--- config.mk ---
export PLATFORM = sky130hd
export DESIGN_NAME = store_rmw_unit
export DESIGN_NICKNAME = d
export VERILOG_FILES = /design/src/rtl/store_rmw_unit_pkg.sv /design/src/rtl/store_merge.sv /design/src/rtl/store_rmw_unit.sv
export SDC_FILE = /design/constraint.sdc
export NUM_CORES = 1
export LEC_CHECK = 0
export CORE_MARGIN = 5
export CORE_UTILIZATION = 30
export DETAILED_ROUTE_END_ITERATION = 7
export GPL_TIMING_DRIVEN = 0
export PLACE_DENSITY = 0.59
export SYNTH_ARGS = -nofsm -noshare
export SYNTH_HDL_FRONTEND = slang
export SYNTH_SLANG_ARGS = --single-unit
--- constraint.sdc ---
create_clock -name clk -period 5.55 [get_ports clk]
set_input_delay 1.3875 -clock clk [delete_from_list [all_inputs] [get_ports clk]]
set_output_delay 1.3875 -clock clk [all_outputs]
set_load 0.05 [all_outputs]
--- src/rtl/store_rmw_unit_pkg.sv ---
// Shared encodings for the store path: width selects (also used by the load-side
// selector) and the store sequencer states.
package store_rmw_unit_pkg;

    localparam logic [1:0] SEL_WORD  = 2'b00;
    localparam logic [1:0] SEL_BYTE  = 2'b01;
    localparam logic [1:0] SEL_HALF  = 2'b10;
    localparam logic [1:0] SEL_UHALF = 2'b11;

    typedef enum logic [1:0] {
        ST_IDLE  = 2'b00,
        ST_READ  = 2'b01,
        ST_MERGE = 2'b10,
        ST_WRITE = 2'b11
    } state_e;

endpackage

--- src/rtl/store_merge.sv ---
// Combinational lane merge: inserts the store data into the old memory word
// according to the width select, and flags alignment violations.
module store_merge
    import store_rmw_unit_pkg::*;
(
    input  logic [31:0] old_word,
    input  logic [31:0] data,
    input  logic [1:0]  select,
    input  logic [1:0]  addr,
    output logic [31:0] merged,
    output logic        misaligned
);

    logic [31:0] byte_merged;

    generate
        for (genvar gi = 0; gi < 4; gi++) begin : g_lane
            assign byte_merged[8*gi +: 8] = (addr == 2'(gi)) ? data[7:0] : old_word[8*gi +: 8];
        end
    endgenerate

    always_comb begin
        merged     = old_word;
        misaligned = 1'b0;
        case (select)
            SEL_WORD: begin
                merged     = data;
                misaligned = (addr != 2'b00);
            end
            SEL_BYTE: begin
                merged = byte_merged;
            end
            SEL_HALF: begin
                // Low halfword of the register lands in whichever half the address picks
                if (addr[1]) merged[31:16] = data[15:0];
                else         merged[15:0]  = data[15:0];
                misaligned = addr[0];
            end
            default: begin
                merged[31:16] = data[31:16];
            end
        endcase
    end

endmodule

--- src/rtl/store_rmw_unit.sv ---
// Store sequencer: word stores write directly, byte/halfword stores read the
// target word, merge the new lanes and write it back.
module store_rmw_unit
    import store_rmw_unit_pkg::*;
#(
    parameter int MEM_AW = 10
) (
    input  logic              clk,
    input  logic              reset,
    input  logic              st_req,
    input  logic [31:0]       st_addr,
    input  logic [31:0]       st_data,
    input  logic [1:0]        store_select,
    output logic              st_ready,
    output logic              st_done,
    output logic              st_err,
    output logic [MEM_AW-1:0] mem_addr,
    output logic              mem_re,
    input  logic [31:0]       mem_rdata,
    output logic              mem_we,
    output logic [31:0]       mem_wdata
);

    state_e            state_q, state_d;
    logic [MEM_AW+1:0] addr_q, addr_d;
    logic [31:0]       data_q, data_d;
    logic [31:0]       old_q, old_d;
    logic [1:0]        sel_q, sel_d;
    logic              err_q, err_d;

    logic [31:0] m_data;
    logic [1:0]  m_sel;
    logic [1:0]  m_addr;
    logic [31:0] merged;
    logic        misaligned;
    logic        unused_addr_bits;

    assign unused_addr_bits = ^st_addr[31:MEM_AW+2];

    // While idle the merger sees the live request (alignment check); afterwards
    // it sees the latched request (merged write word).
    always_comb begin
        m_data = data_q;
        m_sel  = sel_q;
        m_addr = addr_q[1:0];
        if (state_q == ST_IDLE) begin
            m_data = st_data;
            m_sel  = store_select;
            m_addr = st_addr[1:0];
        end
    end

    store_merge u_merge (
        .old_word   (old_q),
        .data       (m_data),
        .select     (m_sel),
        .addr       (m_addr),
        .merged     (merged),
        .misaligned (misaligned)
    );

    always_comb begin
        state_d = state_q;
        addr_d  = addr_q;
        data_d  = data_q;
        old_d   = old_q;
        sel_d   = sel_q;
        err_d   = 1'b0;
        case (state_q)
            ST_IDLE: begin
                if (st_req) begin
                    addr_d = st_addr[MEM_AW+1:0];
                    data_d = st_data;
                    sel_d  = store_select;
                    if (misaligned)                    err_d   = 1'b1;
                    else if (store_select == SEL_WORD) state_d = ST_WRITE;
                    else                               state_d = ST_READ;
                end
            end
            ST_READ:  state_d = ST_MERGE;
            ST_MERGE: begin
                old_d   = mem_rdata;
                state_d = ST_WRITE;
            end
            default:  state_d = ST_IDLE;
        endcase
    end

    always_ff @(posedge clk or posedge reset) begin
        if (reset) begin
            state_q <= ST_IDLE;
            addr_q  <= '0;
            data_q  <= '0;
            old_q   <= '0;
            sel_q   <= SEL_WORD;
            err_q   <= 1'b0;
        end else begin
            state_q <= state_d;
            addr_q  <= addr_d;
            data_q  <= data_d;
            old_q   <= old_d;
            sel_q   <= sel_d;
            err_q   <= err_d;
        end
    end

    assign st_ready  = (state_q == ST_IDLE);
    assign st_done   = (state_q == ST_WRITE);
    assign st_err    = err_q;
    assign mem_re    = (state_q == ST_READ);
    assign mem_we    = (state_q == ST_WRITE);
    assign mem_addr  = addr_q[MEM_AW+1:2];
    assign mem_wdata = (state_q == ST_WRITE) ? merged : 32'h0;

endmodule

==> impl.org, run 1 <==
** Run status
- Outcome :: finished clean

** Routing
- Routed wire length per instance :: 20.1 µm
- After detailed routing, the number of remaining DRC violations is 0.
- For this block, the initial DRC count from the detailed router was 164.
- The first detailed-routing pass ran for 4 iterations.
- Dividing the detail-routed via count by the number of cells gives approximately 5.2.
- ANT nets after route :: 0
- The final layout contains routed wiring with a total length of 14.2 mm.
- For this block, the via count after detailed routing is 3655.

** Clocking
- Latest clock arrival within the worst-skew pair :: ~0.35 ns
- For this design, the CTS-stage hold fixing added 0 buffers.
- Counting the buffers created by CTS gives 9.
- The tree built by TritonCTS fans out to 81 sinks.
- CTS placed an instance of sky130_fd_sc_hd__clkbuf_16 at the clock tree root.
- The H-tree generated during clock tree synthesis spans 3 levels.
- Clock transition at the register clock pins on the worst setup and hold paths after CTS :: 0.06 ns
- TritonCTS built the clock tree.
- The clock passes through at most 2 buffers.

** Critical path
- R2r setup slk :: ~2.5 ns
- Cells traversed along the worst timing path :: clkdlybuf4s50_1 > mux2_2 > ha_1 > buf_1 > nand2b_1 > a31oi_4 > buf_12 > a221o_1 > clkdlybuf4s15_2
- Largest driver fanout on the critical path :: 9
- For the worst setup path, the data required time is ~4.2 ns.
- The critical path is of the in2out type.
- The worst setup path is captured at an output port.
- RR Endpoint :: state_q[0]
- FF-to-FF Start :: state_q[0]
- Cell with the largest stage delay on the worst path :: sky130_fd_sc_hd__clkdlybuf4s50_1
- Worst Reg-to-Reg Cells :: 12
- In this design, the stage delay of the slowest critical-path cell is between 0.4 and 0.5 ns.
- Data arrival time of the worst path :: 4.06 ns
- CP startpoint kind :: input pin

** Timing
- Final setup violation count :: 0
- Number of slew-limit violations in the final report :: 0
- The hold violation count in the final report was 0.
- For the pin with the worst max-slew slack, the measured transition is 0.724 ns.
- The clock period could shrink to 5.44 ns.
- The worst pin sits at a relative slew slack of 0.517.
- Timing would allow up to ~180 MHz.
- Min setup slack post-route :: around 0.11 ns
- Setup TNS Final :: 0 ns
- Clock skew :: between 0.008 and 0.009 ns
- Dividing the final minimum period by the clock period gives 0.981.

** Placed design
- Before CTS, the worst setup slack after placement is -0.591 ns.
- During placement, the flow inserted port buffers numbering roughly 130.
- The congestion estimate from routability-driven global placement came to just over 0.8.
- The wire-length estimate of the detail-placed layout is 10.7 mm.
- Summing all placed instances gives a cell area of about 6100 µm².

** Logic synthesis
- Of the total synthesized cell area, the portion taken by full adders, half adders and majority gates is 0.0217.
- Yosys warning count :: 0
- Measured against the total synthesized area, the mux share comes to 0.281.
- The synthesized design contains 0 enable-type register cells.
- Synth cell types :: between 40 and 50
- Synthesis handed over a netlist of 380 instances.
- Dominant combinational cell family by area after synthesis :: multiplexers
- Of the total synthesized cell area, the portion taken by XOR and XNOR cells is 0.
- The synthesized design contains 81 register bits.
- The share of the Yosys chip area taken by registers is 0.440.
- Area share of and/or/nand/nor cells after synthesis :: 0.0614
- When the netlist entered floorplanning its net count stood at slightly below 500.
- A synthesized cell averages between 10 and 15 µm².
- For this run, asynchronously set or reset flops after synthesis account for 1.00.
- Post-synthesis compound-gate area fraction :: 0.141
- Cell Area, Synth :: around 4600 µm²
- In the synthesized netlist the dominant register cell turns out to be sky130_fd_sc_hd__dfrtp_1.

** Pwr
- Leakage dissipation :: between 2 and 3 nW
- Power per standard cell area :: 672 nW/µm²
- VDD sags by at most approximately 0.22 mV.
- Total power draw :: roughly 4.3 mW

** GRT
- Met2 Track Usage GR :: 0.257
- Entering global routing, the biggest net connects 54 pins.
- The via count of the first global-routing pass is about 3900.
- The first global-routing pass estimated 21.7 mm of wire.
- Overall Global Routing Usage :: 0.158
- Antenna violations before repair :: 0
- Global-route congestion overflow total :: 0
- Most Used Layer, Global Route :: met2
- M1 GR Usage :: 0.203
- Met3 capacity usage during global routing :: 0.0401

** Final layout
- Relative area change from synthesis to final layout :: 38.7%
- The sequential cells in the finished layout cover a total of about 2000 µm².
- Multi-input combinational cell area :: about 2400 µm²
- Nets :: around 620
- Number of filler instances in the final layout :: between 1000 and 1500
- Layout Cell Area excl Fill :: roughly 6400 µm²
- Once layout is complete, the utilization of the core stands at 0.422.
- Share of post-route cells with drive strength above 1 :: 0.337
- The number of antenna diodes in the final layout is 0.

** Die
- Number of rows in the core area :: 45
- Effective utilization at floorplan :: 0.304
- Measured along the y axis, the die boundary spans 134 µm.
- The core region is ~15000 µm².
- In this run the count of I/O pins placed on the die edge is about 150.
- From left edge to right edge, the die measures approximately 130 µm.
- The die covers 17900 µm².

** Flow run
- Max-cap viol count :: 0

** Min path
- For hold timing, the worst endpoint is sel_q[0].
- Startpoint of the tightest hold check path :: sel_q[0]
- Worst min-delay path category :: reg2reg
- Number of cells on the worst hold path :: 2
-- what timing repair did --
action / CTS / global route
pin swaps: 0 / 1
endpoints found under the setup margin: 32 / 32
buffers inserted: 0 / 1
gates resized for setup: 77 / 37
-- registers in the layout, indices dropped and copies added, names as in the netlist --
signal,count
state_q,2
data_q,32
addr_q,12
sel_q,2
old_q,32
st_err,1
-- Yosys cell counts (9+ instances only) --
cell / n / area, µm²
sky130_fd_sc_hd__dfrtp_1: 81 / 2030
sky130_fd_sc_hd__buf_2: 9 / 45.0
sky130_fd_sc_hd__nor2_1: 19 / 71.3
sky130_fd_sc_hd__inv_1: 10 / 37.5
sky130_fd_sc_hd__a221o_1: 22 / 220
sky130_fd_sc_hd__clkbuf_1: 9 / 33.8
sky130_fd_sc_hd__mux2_2: 87 / 980
sky130_fd_sc_hd__mux2i_1: 29 / 290
sky130_fd_sc_hd__nand2_1: 17 / 63.8
sky130_fd_sc_hd__buf_4: 14 / 105
-- how the worst max path moves through the flow --
| stage | from | endpoint | slack [ns] |
|---|---|---|---|
| finish | store_select[1] | mem_wdata[21] | 0.11 |
| global route | store_select[0] | mem_wdata[17] | -0.001 |
| CTS | state_q[0] | mem_wdata[26] | 0.002 |
| detailed placement | store_select[0] | mem_wdata[17] | -0.59 |
| global placement | store_select[1] | mem_wdata[17] | -0.52 |
| floorplan | state_q[0] | mem_wdata[24] | 0.24 |
-- where the power goes --
group | switching (mW) | total, mW | leakage [nW] | internal (mW)
clock network | 0.242 | 0.631 | 0.155 | 0.390
logic | 1.56 | 2.60 | 1.54 | 1.05
registers | 0.164 | 1.06 | 0.956 | 0.897
-- routing by layer --
metal,vias up,wire (µm)
li1,1688,-
met1,1834,6190
met2,116,6900
met3,17,829
met4,0,299
met5,-,0
-- cell families (layout without fill, tap and decap cells) --
| logic type | after synthesis | count (layout) |
|---|---|---|
| muxes | 117 | 117 |
| DFF | 81 | 81 |
| AOI/OAI and AO/OA | 70 | 70 |
| and+or+nand+nor | 58 | 58 |
| buffers and inverters | 46 | 185 |
| adders and majority gates | 8 | 8 |
-- layout by cell type, fill, tap and decap left out, drive strengths merged, types with 3 or more instances in the layout --
cell type / instances
nand3b: 3
clkdlybuf4s15: 9
inv: 10
clkdlybuf4s50: 94
mux2i: 30
buf: 31
a32oi: 6
nor2: 19
clkbuf: 34
a22oi: 8
clkinv: 4
nor3: 4
nand3: 3
a221o: 22
ha: 8
nand2b: 4
a221oi: 3
dfrtp: 81
mux2: 87
a21oi: 7
nand2: 17
a22o: 8
-- through the flow --
| stage | cells | hold slack [ns] |
|---|---|---|
| after floorplan | 380 | 0.446 |
| after global placement | 694 | 0.475 |
| after detailed placement | 695 | 0.469 |
| after CTS | 710 | 0.489 |
| after global routing | 707 | 0.515 |
| final | 707 | 0.487 |
-- worst max-delay path: cells and delay by family --
kind | cells | cell delay, ns
buffers and inverters | 4 | 1.32
AO/OA/AOI/OAI | 2 | 0.42
multiplexers | 1 | 0.32
AND/OR/NAND/NOR | 1 | 0.31
adder cells (fa/ha/maj) | 1 | 0.30
-- cell type report --
class,count,share of cell area
Multi-Input combinational cell,253,0.370
Sequential cell,81,0.317
Timing Repair Buffer,128,0.190
Tap cell,188,0.0368
Clock buffer,9,0.0353
Buffer,32,0.0313
Clock inverter,6,0.0131
Inverter,10,0.00627
(Power assumes the default switching activity.)
==> inputs of run 2 (changes only) <==
--- a/config.mk
+++ b/config.mk
@@ -5,11 +5,14 @@
 export SDC_FILE = /design/constraint.sdc
 export NUM_CORES = 1
 export LEC_CHECK = 0
+export CELL_PAD_IN_SITES_DETAIL_PLACEMENT = 1
+export CELL_PAD_IN_SITES_GLOBAL_PLACEMENT = 1
 export CORE_MARGIN = 5
 export CORE_UTILIZATION = 30
 export DETAILED_ROUTE_END_ITERATION = 7
 export GPL_TIMING_DRIVEN = 0
-export PLACE_DENSITY = 0.59
+export PLACE_DENSITY = 0.71
 export SYNTH_ARGS = -nofsm -noshare
 export SYNTH_HDL_FRONTEND = slang
+export SYNTH_HIERARCHICAL = 1
 export SYNTH_SLANG_ARGS = --single-unit
==> impl.org, run 2 <==
** Run status
- The run finished with clean final reports.

** Clocking
- Sink count of the clock tree :: 81 (unchanged)
- The total clock buffers created by CTS is 9 (unchanged).
- Buffers from clock root to sink, at most :: 2 (unchanged)
- Clk Tree Root Cell :: sky130_fd_sc_hd__clkbuf_16
- The clock-pin transition on the worst setup and hold timing paths came to 0.06 ns (about the same).
- Latest clock arrival within the worst-skew pair :: 0.34 ns (about the same)
- Post-CTS setup buffers :: 0 (unchanged)
- TritonCTS built the clock tree.
- H-tree lvl count :: 3 (unchanged)

** Final layout
- The fraction of final layout cells sized beyond drive strength 1 came to 0.286 (-0.0509).
- Most common cell after layout, fill and taps aside :: sky130_fd_sc_hd__clkdlybuf4s50_1
- The top cell types in the final layout, fill and taps aside, are 95 x sky130_fd_sc_hd__clkdlybuf4s50_1, 81 x sky130_fd_sc_hd__dfrtp_1, 75 x sky130_fd_sc_hd__mux2_2.
- Post-route insts no fill :: 742 (+5.0%)
- Leading registers by flop count :: data_q x32, old_q x32, addr_q x12
- # diodes :: 0 (unchanged)
- Nets :: 636 (+1.9%)
- The area of all placed cells without fillers was 6500 µm² (+1.7%).
- Relative area change from synthesis to final layout :: 38.0%

** Critical path
- The largest driver fanout on the critical path was 8 (-1).
- FF-to-FF Start :: state_q[0]
- The register-to-register setup slack is 2.75 ns (+0.26 ns).
- Launching instance or port of the critical path :: store_select[1]
- Data arrival time of the worst path :: 4.07 ns (about the same)
- RR Endpoint :: state_q[1]
- Req. time, crit path :: 4.16 ns (about the same)
- CP startpoint kind :: input pin
- Worst Reg-to-Reg Cells :: 11 (-1)
- CP Capture Type :: output port
- The worst setup path is of the in2out kind.
- Capture point of the critical path :: mem_wdata[14]

** Logic synthesis
- The compound-gate portion of the synthesized area was 0.106 (-0.0350).
- Cell type with the largest total area after synthesis :: sky130_fd_sc_hd__dfrtp_1
- Synth Register Bits :: 81 (unchanged)
- The multiplexer share of the synthesized area is 0.275 (-0.00566).
- Main flop type after synthesis :: sky130_fd_sc_hd__dfrtp_1
- The number of enable flip-flop cells after synthesis was 0 (unchanged).
- Avg Cell Area, Syn :: 12.2 µm² (+0.41%)
- Seq/Total Area, Yosys :: 0.431 (-0.00972)
- Most numerous cell types in the synthesized netlist :: 81 x sky130_fd_sc_hd__dfrtp_1, 75 x sky130_fd_sc_hd__mux2_2, 40 x sky130_fd_sc_hd__mux2_1
- Total nets after synthesis :: 497 (+1.6%)
- The xor and xnor area share after synthesis is 0 (unchanged).
- Top post-synthesis cells by area :: sky130_fd_sc_hd__dfrtp_1 43%, sky130_fd_sc_hd__mux2_2 18%, sky130_fd_sc_hd__mux2_1 9.6%
- The most common cell in the synthesized netlist is sky130_fd_sc_hd__dfrtp_1.
- Yosys warning count :: 6 (+6)
- After synthesis, the largest family of logic cells by area is multiplexers.
- The post-synthesis adder-cell area fraction is 0.0239 (+0.00218).
- Area share of and/or/nand/nor cells after synthesis :: 0.109 (+0.0478)
- The cell area after technology mapping is 4710 µm² (+2.3%).
- The count of distinct cell types in the synthesized netlist came to 34 (-29%).
- Area fraction of the dominant cell type after synthesis :: 0.431 (-0.00972)
- Post-synthesis async set-or-reset flop share :: 1.00 (unchanged)
- The instance count of the mapped netlist was 387 (+1.8%).

** Timing
- Min setup slack post-route :: 0.0880 ns (-0.0184 ns)
- Post-route clock period utilization :: 0.984 (+0.00332)
- Clock skew :: 0.00540 ns (-0.00266 ns)
- The hold violation count in the final report came to 0 (unchanged).
- The highest attainable clock frequency came to 183 MHz (-0.34%).
- Final setup violation count :: 0 (unchanged)
- The post-route minimum period is 5.46 ns (+0.0184 ns).
- The actual transition at the worst max-transition pin was 0.531 ns (-0.194 ns).
- Number of slew-limit violations in the final report :: 0 (unchanged)
- Setup repair after global routing left no endpoint under its margin.
- Worst rel slew slack :: 0.646 (+0.129)
- The worst slack on hold paths came to 0.490 ns (+0.00298 ns).

** Die
- Placeable core area :: 15300 µm² (+1.1%)
- The area enclosed by the die boundary came to 18300 µm² (+2.1%).
- The number of ports placed on the die boundary came to 148 (unchanged).
- The die outline width is 135 µm (+1.0%).
- The overall die height is 135 µm (+1.0%).
- Number of rows in the core area :: 45 (unchanged)
- The starting utilization of the core area came to 0.307 (+0.00343).

** Pwr
- The power per unit of standard cell area is 719 nW/µm² (+7.0%).
- Largest vdd supply drop :: 0.309 mV (+42%)
- Leakage dissipation :: 2.82 nW (+6.2%)

** Placed design
- Worst setup slack before clock tree synthesis :: -0.299 ns (+0.291 ns)
- Dpl hpwl :: 11.3 mm (+5.2%)
- IO Port Bufs :: 127 (+0.79%)
- The instance area after placement is 6270 µm² (+2.2%).
- Post-Place Cells :: 726 (+4.5%)
- The placer's final routability congestion estimate was 0.811 (-2.5%).

** Routing
- The routed via count was 3516 (-3.8%).
- The count of unresolved DRC violations after routing came to 0 (unchanged).
- Number of vias per cell :: 4.74 (-8.3%)
- Routed wire length per instance :: 19.5 µm (-3.2%)
- The number of detailed-route iterations in the first pass was 4 (unchanged).
- Initial DRC count :: 112 (-32%)
- The remaining number of nets flagged by the antenna check after routing was 0 (unchanged).
- Final wirelength :: 14.4 mm (+1.6%)

** GRT
- Vias in the first global route :: 4009 (+3.4%)
- Met3 capacity usage during global routing :: 0.0301 (-0.0100)
- The wire length of the first global-routing pass came to 22.6 mm (+4.3%).
- The maximum number of pins on one net before global-route repair came to 50 (-7.4%).
- M1 GR Usage :: 0.215 (+0.0112)
- Overall Global Routing Usage :: 0.163 (+0.00542)
- Global-route congestion overflow total :: 0 (unchanged)
- The met2 routing resource usage after global routing is 0.265 (+0.00833).
- The global routing stage identified its most utilized layer as met2.
- The initial antenna violation count came to 0 (unchanged).

** Min path
- Worst min-delay path category :: reg2reg

** Flow run
- Max-cap viol count :: 0 (unchanged)
run 2: cell count changes after synthesis, moves of 4 or more:
cell / change
sky130_fd_sc_hd__a21o_1: +8
sky130_fd_sc_hd__a221o_1: -6
sky130_fd_sc_hd__a22oi_1: -8
sky130_fd_sc_hd__and2_1: +39
sky130_fd_sc_hd__buf_6: +4
sky130_fd_sc_hd__clkbuf_1: -4
sky130_fd_sc_hd__mux2_1: +40
sky130_fd_sc_hd__mux2_2: -12
sky130_fd_sc_hd__mux2i_1: -29
sky130_fd_sc_hd__nand2_1: -7
sky130_fd_sc_hd__nand2b_1: +6
sky130_fd_sc_hd__nand3_1: +5
sky130_fd_sc_hd__nor2_1: -13
sky130_fd_sc_hd__nor2b_1: +6
run 2: worst max-delay path: stages:
cell                              delay, ns
sky130_fd_sc_hd__clkdlybuf4s50_1       0.45
sky130_fd_sc_hd__mux2_2                0.33
sky130_fd_sc_hd__inv_1                 0.10
sky130_fd_sc_hd__ha_1                  0.27
sky130_fd_sc_hd__nand2b_2              0.19
sky130_fd_sc_hd__a21oi_2               0.43
sky130_fd_sc_hd__a221o_1               0.25
sky130_fd_sc_hd__and2_1                0.12
sky130_fd_sc_hd__dlygate4sd2_1         0.53
run 2: cell families after synthesis:
logic type,count (synthesis)
AO/OA/AOI/OAI,54
adder cells (fa/ha/maj),9
buffers and inverters,41
flip-flops,81
multiplexers,115
AND/OR/NAND/NOR,87
run 2: what timing repair did:
action                                  4_1_cts  5_1_grt
endpoints found under the setup margin       32       22
resized for setup                            34       42
hold buffers                                  0        0
run 2: final cells by class:
class	instances	area, µm²
clock buffer	14	274
tap	211	264
inverter	7	28.8
sequential	81	2030
multi-input combinational	265	2440
fill	1671	8820
timing repair buffer	128	1190
buffer	34	235
clock inverter	2	35.0
run 2: power breakdown:
part | switching [mW] | leakage, nW | total, mW | internal [mW]
Clock | 0.235 | 0.153 | 0.620 | 0.385
Combinational | 1.70 | 1.71 | 3.00 | 1.30
Sequential | 0.159 | 0.953 | 1.06 | 0.897
Total | 2.09 | 2.82 | 4.67 | 2.58
run 2: stage by stage:
stage / TNS [ns] / total power [mW] / utilization
3_3_place_gp: -5.24 / 4.04 / 0.408
3_5_place_dp: -6.51 / 4.13 / 0.410
5_1_grt: 0 / 4.99 / 0.424
4_1_cts: 0 / 4.73 / 0.428
2_1_floorplan: 0 / 3.23 / -
6_report: 0 / 4.67 / 0.424
run 2: routing by layer:
layer	up-vias	routed length, µm
li1	1661	-
met1	1735	6560
met2	96	6840
met3	24	691
met4	0	358
met5	-	0
run 2: how the worst min path moves through the flow:
stage          startpoint    endpoint  slack, ns  depth (start not counted)
2_1_floorplan   addr_q[0]   addr_q[0]       0.46                          1
3_3_place_gp   data_q[10]  data_q[10]       0.47                          1
3_5_place_dp   data_q[27]  data_q[27]       0.48                          1
4_1_cts         addr_q[1]   addr_q[1]       0.50                          1
5_1_grt         data_q[6]   data_q[6]       0.51                          1
6_report       data_q[16]  data_q[16]       0.49                          1
